**config.mk**
```make
export PLATFORM = sky130hd
export DESIGN_NAME = pattern_matcher_n
export DESIGN_NICKNAME = d
export VERILOG_FILES = /design/src/rtl/pattern_matcher_pkg.sv /design/src/rtl/pattern_matcher_n_sat_counter.sv /design/src/rtl/pattern_matcher_n.sv
export SDC_FILE = /design/constraint.sdc
export NUM_CORES = 1
export LEC_CHECK = 0
export ABC_CLOCK_PERIOD_IN_PS = 2600
export CAP_MARGIN = 20
export CORE_UTILIZATION = 25
export DETAILED_ROUTE_END_ITERATION = 6
export SLEW_MARGIN = 0
export SYNTH_ARGS = -nofsm -noshare
export SYNTH_HDL_FRONTEND = slang
export SYNTH_SLANG_ARGS = --single-unit
```
**constraint.sdc**
```tcl
create_clock -name clk -period 2.6 [get_ports clk]
set_input_delay 0.39 -clock clk [delete_from_list [all_inputs] [get_ports clk]]
set_output_delay 0.39 -clock clk [all_outputs]
set_load 0.01 [all_outputs]
```
**src/rtl/pattern_matcher_pkg.sv**
```systemverilog
// Shared types and default sizes for the serial pattern matcher.
package pattern_matcher_pkg;

    typedef enum logic [1:0] {
        IDLE = 2'd0,   // unarmed, serial data ignored
        FILL = 2'd1,   // fewer than PAT_W valid bits held since arming/last match
        HUNT = 2'd2    // history full, comparing on every valid beat
    } state_e;

    localparam int DEF_PAT_W = 8;
    localparam int DEF_CNT_W = 8;

endpackage

```
**src/rtl/pattern_matcher_n_sat_counter.sv**
```systemverilog
// Saturating up-counter with a synchronous clear that beats increment.
module sat_counter #(
    parameter int CNT_W = 8
) (
    input  logic             i_clk,
    input  logic             i_rst_n,
    input  logic             i_inc,
    input  logic             i_clr,
    output logic [CNT_W-1:0] o_count
);

    logic [CNT_W-1:0] r_count;

    // Count up to all-ones and hold there; clear takes priority.
    always_ff @(posedge i_clk or negedge i_rst_n) begin
        if (!i_rst_n) begin
            r_count <= '0;
        end else if (i_clr) begin
            r_count <= '0;
        end else if (i_inc && (r_count != {CNT_W{1'b1}})) begin
            r_count <= r_count + CNT_W'(1);
        end
    end

    assign o_count = r_count;

endmodule

```
**src/rtl/pattern_matcher_n.sv**
```systemverilog
// Serial masked pattern detector with overlap control and a saturating
// match counter. History shifts in at the LSB, so bit PAT_W-1 is oldest.
module pattern_matcher_n
    import pattern_matcher_pkg::*;
#(
    parameter int PAT_W = DEF_PAT_W,
    parameter int CNT_W = DEF_CNT_W
) (
    input  logic             clk,
    input  logic             rst,
    input  logic             data_in,
    input  logic             input_valid,
    input  logic [PAT_W-1:0] pattern,
    input  logic [PAT_W-1:0] mask,
    input  logic             load_pattern,
    input  logic             overlap_en,
    input  logic             clear_count,
    output logic             match,
    output logic [CNT_W-1:0] match_count,
    output logic             armed
);

    localparam int                FC_W     = $clog2(PAT_W + 1);
    localparam logic [FC_W-1:0]   FILL_MAX = FC_W'(PAT_W);

    state_e           r_state, w_state_nxt;
    logic [PAT_W-1:0] r_hist, r_pat, r_mask, w_hist_shift;
    logic [FC_W-1:0]  r_fill, w_fill_nxt, w_fill_inc;
    logic             r_match, w_beat, w_hit;

    // Beat qualification and match decision on the would-be next history.
    // A load cycle never accepts its data bit.
    always_comb begin
        w_beat       = input_valid && (r_state != IDLE) && !load_pattern;
        w_hist_shift = {r_hist[PAT_W-2:0], data_in};
        w_fill_inc   = (r_fill == FILL_MAX) ? r_fill : r_fill + FC_W'(1);
        w_hit        = w_beat && (w_fill_inc == FILL_MAX) &&
                       (((w_hist_shift ^ r_pat) & r_mask) == '0);
    end

    // Next-state and fill-count logic.
    always_comb begin
        w_state_nxt = r_state;
        w_fill_nxt  = r_fill;
        case (r_state)
            IDLE: begin
                if (load_pattern) begin
                    w_state_nxt = FILL;
                    w_fill_nxt  = '0;
                end
            end
            FILL, HUNT: begin
                if (load_pattern) begin
                    w_state_nxt = FILL;
                    w_fill_nxt  = '0;
                end else if (w_beat) begin
                    if (w_hit && !overlap_en) begin
                        // Non-overlapping: next match needs PAT_W fresh bits.
                        w_state_nxt = FILL;
                        w_fill_nxt  = '0;
                    end else begin
                        w_fill_nxt  = w_fill_inc;
                        w_state_nxt = (w_fill_inc == FILL_MAX) ? HUNT : FILL;
                    end
                end
            end
            default: begin
                w_state_nxt = IDLE;
                w_fill_nxt  = '0;
            end
        endcase
    end

    // FSM state register.
    always_ff @(posedge clk or negedge rst) begin
        if (!rst) r_state <= IDLE;
        else      r_state <= w_state_nxt;
    end

    // Pattern capture, history shift, fill count and registered match pulse.
    always_ff @(posedge clk or negedge rst) begin
        if (!rst) begin
            r_pat   <= '0;
            r_mask  <= '0;
            r_hist  <= '0;
            r_fill  <= '0;
            r_match <= 1'b0;
        end else begin
            if (load_pattern) begin
                r_pat  <= pattern;
                r_mask <= mask;
                r_hist <= '0;
            end else if (w_beat) begin
                r_hist <= w_hist_shift;
            end
            r_fill  <= w_fill_nxt;
            r_match <= w_hit;
        end
    end

    sat_counter #(.CNT_W(CNT_W)) u_cnt (
        .i_clk   (clk),
        .i_rst_n (rst),
        .i_inc   (w_hit),
        .i_clr   (clear_count),
        .o_count (match_count)
    );

    assign match = r_match;
    assign armed = (r_state == FILL) || (r_state == HUNT);

endmodule

```
Word level (Yosys, flattened, before mapping)
Cells that the tools add are included.

Register bits: 38. Output and inout bits: 10. Logic and storage cells: 50.

Bitwise gates (word level): 2. Add/sub/neg operators: 2. Reduce and logical (&&, ||, !) cells: 16. Equal/unequal tests: 7. Muxes and demuxes: 16.

Operators with widths (number): $mux 4 (5); $mux 8 (2); $mux 7 (2); $mux 2 (5); $add 8x1->8 const B (1); $and 8x8->8 (1); $eq 4x4->1 const B (2); $logic_not 8->1 (1); $ne 8x8->1 const B (1); $pmux 4 s2 (1); $xor 8x8->8 (1); $logic_and 1x1->1 (6); $reduce_bool 2->1 (3); $add 4x1->4 const B (1); $pmux 2 s2 (1); $ne 3x3->1 const B (1); $eq 2x1->1 const B (1); $eq 2x2->1 const B (1); $logic_not 1->1 (2); $logic_not 2->1 (1); $ne 2x2->1 const B (1); $reduce_and 2->1 (1); $reduce_or 2->1 (1); $logic_or 1x1->1 (1).

Logic depth before layout (Yosys ltp)
Gate-level depths: netlist of run 1.

Depth in word-level cells: 10. Mapped depth: 9.

By module
Synthesis of run 1 repeated with hierarchy kept, for this count alone.

Cells, all modules: 185. Area total of the unflattened synthesis: 1931.9 µm².

Modules (own cells, without submodules): pattern_matcher_n (cells an instance 136, seq. area each 750.7 µm², area each 1467.7 µm², times used 1); sat_counter (cells an instance 49, seq. area each 200.2 µm², area each 464.2 µm², times used 1).

Least setup slack after synthesis of run 1
Ideal clock, no wire load.

Path kind: register to register. Start point: reg r_state[0]. End point: reg u_cnt.r_count[7], in the netlist u_cnt.o_count[7]. Data arrival time: 2092 ps. Path buffers: 1. Stages on the path, launching flop included: 10. Setup slack: 430 ps. Period minus slack after synthesis: 2170 ps. Cells stage by stage: dfrtp_1 > inv_1 > ha_1 > nand2b_4 > buf_6 > a211o_1 > a31oi_4 > nand3_4 > or4_1 > a21oi_1.

Word-level cells in the longest chain between the ends: 7.

RTL lines: start, declared (RTL line pattern_matcher_n.sv:26) `state_e r_state, w_state_nxt;`; start signal, assigned (RTL line pattern_matcher_n.sv:77) `else r_state <= w_state_nxt;`; $reduce_bool 2->1 (RTL line pattern_matcher_n.sv:34) `w_beat = input_valid && (r_state != IDLE) && !load_pattern;`; $logic_and 1x1->1 (2 in a row) (RTL line pattern_matcher_n.sv:34); $logic_and 1x1->1 (2 in a row) (RTL line pattern_matcher_n.sv:37) `w_hit = w_beat && (w_fill_inc == FILL_MAX) &&`; $logic_and 1x1->1 (RTL line pattern_matcher_n_sat_counter.sv:20) `end else if (i_inc && (r_count != {CNT_W{1'b1}})) begin`; $reduce_bool 2->1 (no line); end signal, assigned (RTL line pattern_matcher_n_sat_counter.sv:21) `r_count <= r_count + CNT_W'(1);`; end, declared (RTL line pattern_matcher_n_sat_counter.sv:12) `logic [CNT_W-1:0] r_count;`.

No other way between the ends. A chain may end at the register's enable or synchronous reset.

Final worst setup path of run 1
Start point: reg r_hist[3]. End point: reg u_cnt.r_count[5], in the netlist u_cnt.o_count[5].

Word-level cells in the longest chain between the ends: 6.

RTL lines: start, declared (RTL line pattern_matcher_n.sv:27) `logic [PAT_W-1:0] r_hist, r_pat, r_mask, w_hist_shift;`; start signal, assigned (RTL line pattern_matcher_n.sv:94) `r_hist <= w_hist_shift;`; $xor 8x8->8 (RTL line pattern_matcher_n.sv:38) `(((w_hist_shift ^ r_pat) & r_mask) == '0);`; $and 8x8->8 (RTL line pattern_matcher_n.sv:38); $logic_not 8->1 (RTL line pattern_matcher_n.sv:38); $logic_and 1x1->1 (RTL line pattern_matcher_n.sv:37); $logic_and 1x1->1 (RTL line pattern_matcher_n_sat_counter.sv:20); $reduce_bool 2->1 (no line).

No other way between the ends.

==> impl_metrics.yaml, run 1 <==
outcome:
  status: "finished clean"
final_layout:
  antenna_cells: 0
  finalNetCount: 244
  layout-drive-gt1-share_pct: 16.6
  design_area_um2: 2480
  areaGrowthSynthToFinish_pct: 30.0
synthesis:
  synth.distinct_cells: 38
  seq_area_frac_synth_pct: 49.8
  synth_area_leader_cell: "dfrtp_1"
  yosysTopAreaCellShare_pct: 49.8
  synthTopCellsByArea: "dfrtp_1 50%, mux2_2 9.4%, nand2_1 4.3%"
  synth_ff_type: "dfrtp_1"
  ys_seq_elements: 38
  syn_nets: 208
  yosysWarnings: 0
  syn_inst: 180
  yosysMostFrequentCell: "dfrtp_1"
  synth_area_um2: 1910
  ys_top_cells_by_count: "38 x dfrtp_1, 22 x nand2_1, 16 x a21oi_1, 16 x mux2_2, 12 x nor2_1"
  synth_edf_count: 0
  synth_area_per_cell_um2: 10.6
  ys_async_sr_fraction_pct: 100
clock_tree:
  clock_latency_ns: 0.29
  htreeDepth: 2
  clk_path_buf_depth: 2
  clock-root-buffer: "clkbuf_8"
  cts_tree: "done"
  cts_made_buffers: 5
  cts_resized: 0
  cts.clk_slew.worst_paths_ns: 0.07
  ctsHoldBuffers: 0
  postCtsSetupRepairBufs: 0
  cts.sinks: 38
power:
  total_power_mw: 1.58
  p_per_area_nw_per_um2: 636
  peakVddDrop_v: 0.000336
  leakage_nw: 1.01
sta:
  fin_worst_skew_ns: 0.00502
  fmax_mhz: 446
  tightest_slew_ns: 0.852
  final-setup-viol-count: 0
  period_needed_ns: 2.24
  fin_ws_ns: 0.358
  relSlewSlack_pct: 43.2
  finalCritPeriodShare_pct: 86.2
  setup_tns_ns: 0
  whs_ns: 0.197
  rsz0062_at_grt: "no"
  drv_slew: 0
  final_hold_viol_count: 0
placed_design:
  dp_slack_ns: 0.176
  place_area_um2: 2340
  hpwl_um: 2750
  gp_congestion: 0.727
  io_buffers: 32
grt:
  grt_usage_pct: 10.8
  grt_max_degree: 39
  grt_pass1_wl_um: 6430
  grt_pass1_vias: 1341
  antenna_found_initial: 0
  overflow: 0
floorplanning:
  ios: 33
  num_rows: 31
  die_area_um2: 8000
  die_h_um: 89.4
  core_area_um2: 7330
  die_w_um: 89.4
  start_util_pct: 26.1
route:
  ant_nets: 0
  first_pass_iters: 4
  wirelength_um: 3800
  drtIter0Drc: 56
  met3_length_um: 140
  highest_layer: "met4"
  drc: 0
  wl_met2_um: 1780
  vias: 1423
  wl_met1_um: 1820
  via_per_inst: 4.50
  routedWlPerCell_um: 12.0
setup_path:
  start_kind: "flop"
  cpMaxStageDelayCell: "or4_1"
  timing.critical_path.buf_inv: 0
  cp.arrival_ns: 2.45
  path_max_fanout: 9
  cp_top_family: "simple AND/OR/NAND/NOR gates"
  end_kind: "flop"
  cp_cell_sequence: "xor2_1 > a222oi_1 > and3_1 > nand3_4 > or4_1 > a21oi_1"
  cp_data_required_time_ns: 2.81
  critical_path_class: "reg -> reg"
  cpPeakStageDelay_ns: 0.49
worst_hold_path:
  min_path_type: "in -> async"
run:
  drv_cap: 0
==> final timing paths <==
kind / start / endpoint / slack [ns] / cells past startpoint
max reg2reg: r_hist[3] / u_cnt.o_count[5] / 0.36 / 6
max in group asynchronous: rst / u_cnt.o_count[1] / 1.86 / 1
min: rst / r_fill[0] / 0.20 / 1
min in group clk: r_mask[2] / r_mask[2] / 0.51 / 1
max: r_hist[3] / u_cnt.o_count[5] / 0.36 / 6
min reg2reg: r_mask[2] / r_mask[2] / 0.51 / 1
==> area by class of cell <==
cell class | count | area, um^2
clock buffers | 6 | 82.6
clock inverters | 2 | 60.1
fillers | 755 | 4850
inverters | 8 | 30.0
multi-input cells | 128 | 898
flip-flops and latches | 38 | 951
well taps | 99 | 124
repair buffers | 35 | 338
==> report_power, final <==
group          switching, mW  internal, mW  leakage (nW)
sequential            0.0362         0.635         0.490
combinational          0.145         0.142         0.447
clock                  0.212         0.409        0.0714
total                  0.393          1.19          1.01
==> placed cells by master, fill, tap and decap left out, types with 2 or more instances in the layout <==
| cell | netlist | routed |
|---|---|---|
| inv_1 | 8 | 8 |
| or3_1 | 2 | 2 |
| nand4_1 | 2 | 2 |
| ha_1 | 5 | 5 |
| a22oi_1 | 2 | 2 |
| o21ai_0 | 8 | 8 |
| o31ai_1 | 2 | 2 |
| nand3b_1 | 3 | 3 |
| a21oi_1 | 16 | 16 |
| bufinv_16 | 0 | 2 |
| xnor2_1 | 2 | 2 |
| nor2_1 | 12 | 12 |
| buf_4 | 0 | 3 |
| or4_1 | 2 | 2 |
| mux2_2 | 16 | 16 |
| dfrtp_1 | 38 | 38 |
| nand2_1 | 22 | 22 |
| clkdlybuf4s50_1 | 0 | 31 |
| nand3_1 | 8 | 8 |
| clkbuf_8 | 0 | 6 |
| xor2_1 | 9 | 9 |
==> routing by layer <==
metal,GRT usage (%),up-vias
met1,14.8,690
li1,-,698
met3,3.05,6
met4,4.18,0
met5,0,-
met2,16.1,29
==> stage by stage <==
stage               util, %  cells
floorplan                 -    180
global placement       31.9    308
detailed placement     31.9    308
CTS                    33.9    316
global route           33.9    316
finish                 33.9    316
==> registers in the layout (all words and copies together), names as in the netlist <==
signal and count:
r_mask 8, r_pat 8, u_cnt.o_count 8, r_hist 7, r_fill 4, r_state 2
match 1
==> worst reg2reg max path, cell delays in order, from the launching register on <==
cell,delay (ns)
dfrtp_1,0.41
xor2_1,0.15
a222oi_1,0.42
and3_1,0.39
nand3_4,0.16
or4_1,0.49
a21oi_1,0.15
==> logic make-up after synthesis <==
kind of cell	share of synthesized area [%]
buf+inv	3.21
flops	49.8
compound gates	12.6
mux	9.95
simple gates	16.1
xor+xnor	5.04
fa+ha+maj	3.27
(Power assumes the default switching activity.)
==> run 2, diff against run 1 <==
- PLACE_DENSITY_LB_ADDON: default -> 0.25
==> impl_metrics.yaml, run 2 (same netlist as run 1, synthesis figures left out) <==
clock_tree:
  ctsHoldBuffers: 0
  cts.sinks: 38
  postCtsSetupRepairBufs: 0
  clk_path_buf_depth: 2
  cts_resized: 0
  htreeDepth: 2
  cts.clk_slew.worst_paths_ns: 0.08
  cts_tree: "done"
  clock_latency_ns: 0.29
  clock-root-buffer: "clkbuf_8"
  cts_made_buffers: 5
grt:
  antenna_found_initial: 0
  overflow: 0
  grt_max_degree: 39
  grt_usage_pct: 11.4
  grt_pass1_wl_um: 6760
  grt_pass1_vias: 1393
setup_path:
  cp_cell_sequence: "inv_1 > ha_1 > nand2_2 > o31a_1 > a211oi_4 > nand3_4 > or4_1 > a21oi_1"
  cpPeakStageDelay_ns: 0.49
  path_max_fanout: 9
  end_kind: "flop"
  cp.arrival_ns: 2.47
  critical_path_class: "reg -> reg"
  cp_data_required_time_ns: 2.81
  start_kind: "flop"
  reg2regPathDepth: 8
  cpMaxStageDelayCell: "or4_1"
route:
  ant_nets: 0
  vias: 1404
  first_pass_iters: 4
  routedWlPerCell_um: 12.3
  drc: 0
  wirelength_um: 3900
  drtIter0Drc: 51
  via_per_inst: 4.43
final_layout:
  areaGrowthSynthToFinish_pct: 30.4
  fill_cells: 740
  finalNetCount: 245
  layout_commonest_cell: "dfrtp_1"
  antenna_cells: 0
  final_util_pct: 34.0
  most-common-layout-cells: "38 x dfrtp_1, 31 x clkdlybuf4s50_1, 22 x nand2_1, 16 x a21oi_1, 16 x mux2_2"
  layout-drive-gt1-share_pct: 17.0
power:
  p_per_area_nw_per_um2: 637
  peakVddDrop_v: 0.000217
  leakage_nw: 1.01
sta:
  finalCritPeriodShare_pct: 86.6
  relSlewSlack_pct: 42.6
  final-setup-viol-count: 0
  fin_ws_ns: 0.347
  tightest_slew_ns: 0.861
  final_hold_viol_count: 0
  rsz0062_at_grt: "no"
  fin_worst_skew_ns: 0.00322
  setup_tns_ns: 0
  drv_slew: 0
  fmax_mhz: 444
  period_needed_ns: 2.25
floorplanning:
  core_area_um2: 7330
  start_util_pct: 26.1
  ios: 33
  die_w_um: 89.4
  num_rows: 31
  die_area_um2: 8000
  die_h_um: 89.4
outcome:
  status: "finished clean"
placed_design:
  dp_slack_ns: 0.164
  gp_congestion: 0.708
  io_buffers: 32
  hpwl_um: 2830
run:
  drv_cap: 0
worst_hold_path:
  min_path_type: "in -> async"
run 2: final cells by class:
class / count / area [um^2] / share of cell area (%)
sequential: 38 / 951 / 38.2
inverter: 8 / 30.0 / 1.21
tap: 99 / 124 / 4.97
multi-input combinational: 128 / 898 / 36.1
timing repair buffer: 36 / 345 / 13.9
clock buffer: 6 / 82.6 / 3.31
clock inverter: 2 / 60.1 / 2.41
run 2: critical path, delay by kind of cell, from the launching register on:
kind,cells,cell delay [ns]
AOI/OAI and AO/OA,3,0.75
and+or+nand+nor,3,0.71
DFF,1,0.46
adders and majority gates,1,0.16
buffers and inverters,1,0.10
run 2: through the flow:
step                      power (mW)  cell area, um^2  hold slack [ns]  instances
after global routing            1.67             2490            0.289        317
after global placement         0.981             2350            0.494        309
after detailed placement       0.983             2350            0.500        309
final                           1.59             2490            0.210        317
after CTS                       1.62             2490            0.242        317
after floorplan                0.874             1910           0.0944        180
run 2: layer usage:
| layer | global-route usage [%] | wire, um |
|---|---|---|
| met5 | 0 | 0 |
| met4 | 4.76 | 69 |
| met3 | 3.05 | 158 |
| met2 | 16.6 | 1740 |
| met1 | 16.0 | 1940 |
run 2: worst paths after layout:
kind	slack (ns)	startpoint	to
min reg2reg	0.51	r_mask[2]	r_mask[2]
min	0.21	rst	r_pat[1]
max in group asynchronous	1.85	rst	r_fill[0]
max	0.35	r_fill[0]	u_cnt.o_count[5]
max reg2reg	0.35	r_fill[0]	u_cnt.o_count[5]
min in group clk	0.51	r_mask[2]	r_mask[2]
run 2: power breakdown:
part,internal [mW],switching (mW)
registers,0.635,0.0378
logic,0.146,0.144
clock network,0.409,0.215
==> run 3, diff against run 2 <==
- ABC_AREA: default -> 1
- CORE_ASPECT_RATIO: default -> 0.9
- PLACE_DENSITY_LB_ADDON: 0.25 -> default
==> impl_metrics.yaml, run 3 <==
route:
  wl_met2_um: 2090
  ant_nets: 0
  highest_layer: "met4"
  met3_length_um: 155
  routedWlPerCell_um: 11.3
  first_pass_iters: 4
  vias: 1823
  drtIter0Drc: 93
  wirelength_um: 4660
  drc: 0
  wl_met1_um: 2370
  via_per_inst: 4.44
clock_tree:
  cts.sinks: 38
  htreeDepth: 2
  postCtsSetupRepairBufs: 0
  cts_resized: 0
  clock-root-buffer: "clkbuf_8"
  cts_made_buffers: 5
  clock_latency_ns: 0.29
  ctsHoldBuffers: 0
  cts.clk_slew.worst_paths_ns: 0.07
  cts_tree: "done"
  clk_path_buf_depth: 2
grt:
  antenna_found_initial: 0
  grt_pass1_vias: 1731
  grt_pass1_wl_um: 8160
  grt_max_degree: 39
  overflow: 0
  grt_usage_pct: 11.9
synthesis:
  syn_inst: 275
  synth.distinct_cells: 27
  seq_area_frac_synth_pct: 45.0
  synth_ff_type: "dfrtp_1"
  ys_async_sr_fraction_pct: 100
  syn_nets: 303
  synth_area_um2: 2110
  yosysTopAreaCellShare_pct: 45.0
  synth_area_leader_cell: "dfrtp_1"
  yosysWarnings: 0
  synthTopCellsByArea: "dfrtp_1 45%, nand2_1 16%, inv_1 6.9%"
  synth_area_per_cell_um2: 7.68
  synth_edf_count: 0
  ys_seq_elements: 38
  yosysMostFrequentCell: "nand2_1"
  ys_top_cells_by_count: "88 x nand2_1, 39 x inv_1, 38 x dfrtp_1"
sta:
  final_hold_viol_count: 0
  relSlewSlack_pct: 41.3
  fmax_mhz: 473
  tightest_slew_ns: 0.881
  setup_tns_ns: 0
  period_needed_ns: 2.11
  drv_slew: 0
  fin_ws_ns: 0.486
  rsz0062_at_grt: "no"
  fin_worst_skew_ns: 0.00489
  finalCritPeriodShare_pct: 81.3
  final-setup-viol-count: 0
floorplanning:
  start_util_pct: 26.1
  num_rows: 31
  ios: 33
  die_area_um2: 8830
  core_area_um2: 8110
  die_w_um: 98.9
  die_h_um: 89.2
final_layout:
  areaGrowthSynthToFinish_pct: 25.5
  finalNetCount: 339
  antenna_cells: 0
  layout_commonest_cell: "nand2_1"
  design_area_um2: 2650
  seqCellArea_um2: 951
  most-common-layout-cells: "88 x nand2_1, 39 x inv_1, 38 x dfrtp_1, 31 x clkdlybuf4s50_1, 26 x nand3_1"
  fill_cells: 839
  layout-drive-gt1-share_pct: 8.01
  multi_input_area_um2: 987
setup_path:
  cpPeakStageDelay_ns: 0.58
  cpMaxStageDelayCell: "clkdlybuf4s50_1"
  cp_data_required_time_ns: 2.21
  path_max_fanout: 7
  critical_path_class: "reg -> out"
  cp_top_family: "buffers and inverters"
  cp_cell_sequence: "inv_1 > ha_1 > clkdlybuf4s50_1"
  cp.arrival_ns: 1.72
  timing.critical_path.buf_inv: 2
  start_kind: "flop"
  end_kind: "output port"
power:
  leakage_nw: 1.36
  pwr-share-comb_pct: 23.8
  p_per_area_nw_per_um2: 581
  pwr-share-clk_pct: 32.3
  switching_share_pct: 30.6
  seq_power_share_pct: 43.9
  peakVddDrop_v: 0.000210
  p_int_mw: 1.07
  power_switching_mw: 0.472
  total_power_mw: 1.54
outcome:
  status: "finished clean"
placed_design:
  place_area_um2: 2550
  hpwl_um: 3410
  gp_congestion: 0.771
  io_buffers: 32
  dp_slack_ns: 0.619
run:
  drv_cap: 0
worst_hold_path:
  min_path_type: "in -> async"
run 3: cell types whose count changed in the layout (fill, tap and decap cells not counted), moves of 3 or more:
cell     change
nor2_1       +3
nor2_2       +5
xor2_1       -4
nand4_1     +12
a21oi_1     -15
nand3_1     +18
nand2_1     +66
o22ai_1      +6
inv_1       +31
o21ai_0      +4
mux2_2      -16
run 3: power groups by stage:
stage | clock network [mW] | logic [mW] | registers, mW
after floorplan | 0 | 0.252 | 0.679
after global placement | 0 | 0.357 | 0.686
after detailed placement | 0 | 0.368 | 0.687
after CTS | 0.514 | 0.371 | 0.676
after global routing | 0.543 | 0.420 | 0.685
final | 0.498 | 0.366 | 0.676
run 3: worst reg2reg max path, delay by kind of cell (launching register included):
family                     cells  cell delay (ns)
DFF                            1             0.42
buffers and inverters          1             0.13
adders and majority gates      1             0.22
and+or+nand+nor                9             0.86
run 3: layout make-up:
| type | count | area share (%) |
|---|---|---|
| clock buffers | 7 | 2.88 |
| clock inverters | 1 | 1.13 |
| inverters | 41 | 5.80 |
| multi-input cells | 191 | 37.2 |
| flip-flops and latches | 38 | 35.8 |
| well taps | 99 | 4.67 |
| repair buffers | 34 | 12.5 |
run 3: through the flow:
stage	util [%]	hold WS (ns)	cells
floorplan	-	0.0944	275
global placement	31.4	0.464	403
detailed placement	31.4	0.466	403
CTS	32.7	0.251	411
global route	32.7	0.289	411
finish	32.7	0.217	411
run 3: final timing paths:
check / start / end / slack, ns / depth (start not counted)
setup / recovery: r_state[1] / armed / 0.49 / 3
hold / removal: rst / r_fill[2] / 0.22 / 1
setup reg to reg: r_fill[0] / u_cnt.o_count[7] / 0.86 / 11
hold reg to reg: r_mask[3] / r_mask[3] / 0.48 / 2
max in group asynchronous: rst / r_mask[5] / 1.84 / 1
min in group clk: r_mask[3] / r_mask[3] / 0.48 / 2
run 3: cells by family after synthesis:
kind of cell,synth area share [%]
AND/OR/NAND/NOR,36.0
XOR/XNOR,2.49
adder cells (fa/ha/maj),2.96
AO/OA/AOI/OAI,5.27
flip-flops,45.0
buffers and inverters,8.29
run 3: metal layers:
layer / track usage, % / up-vias
li1: - / 950
met1: 15.7 / 837
met2: 19.7 / 30
met3: 2.89 / 6
met4: 3.66 / 0
met5: 0 / -
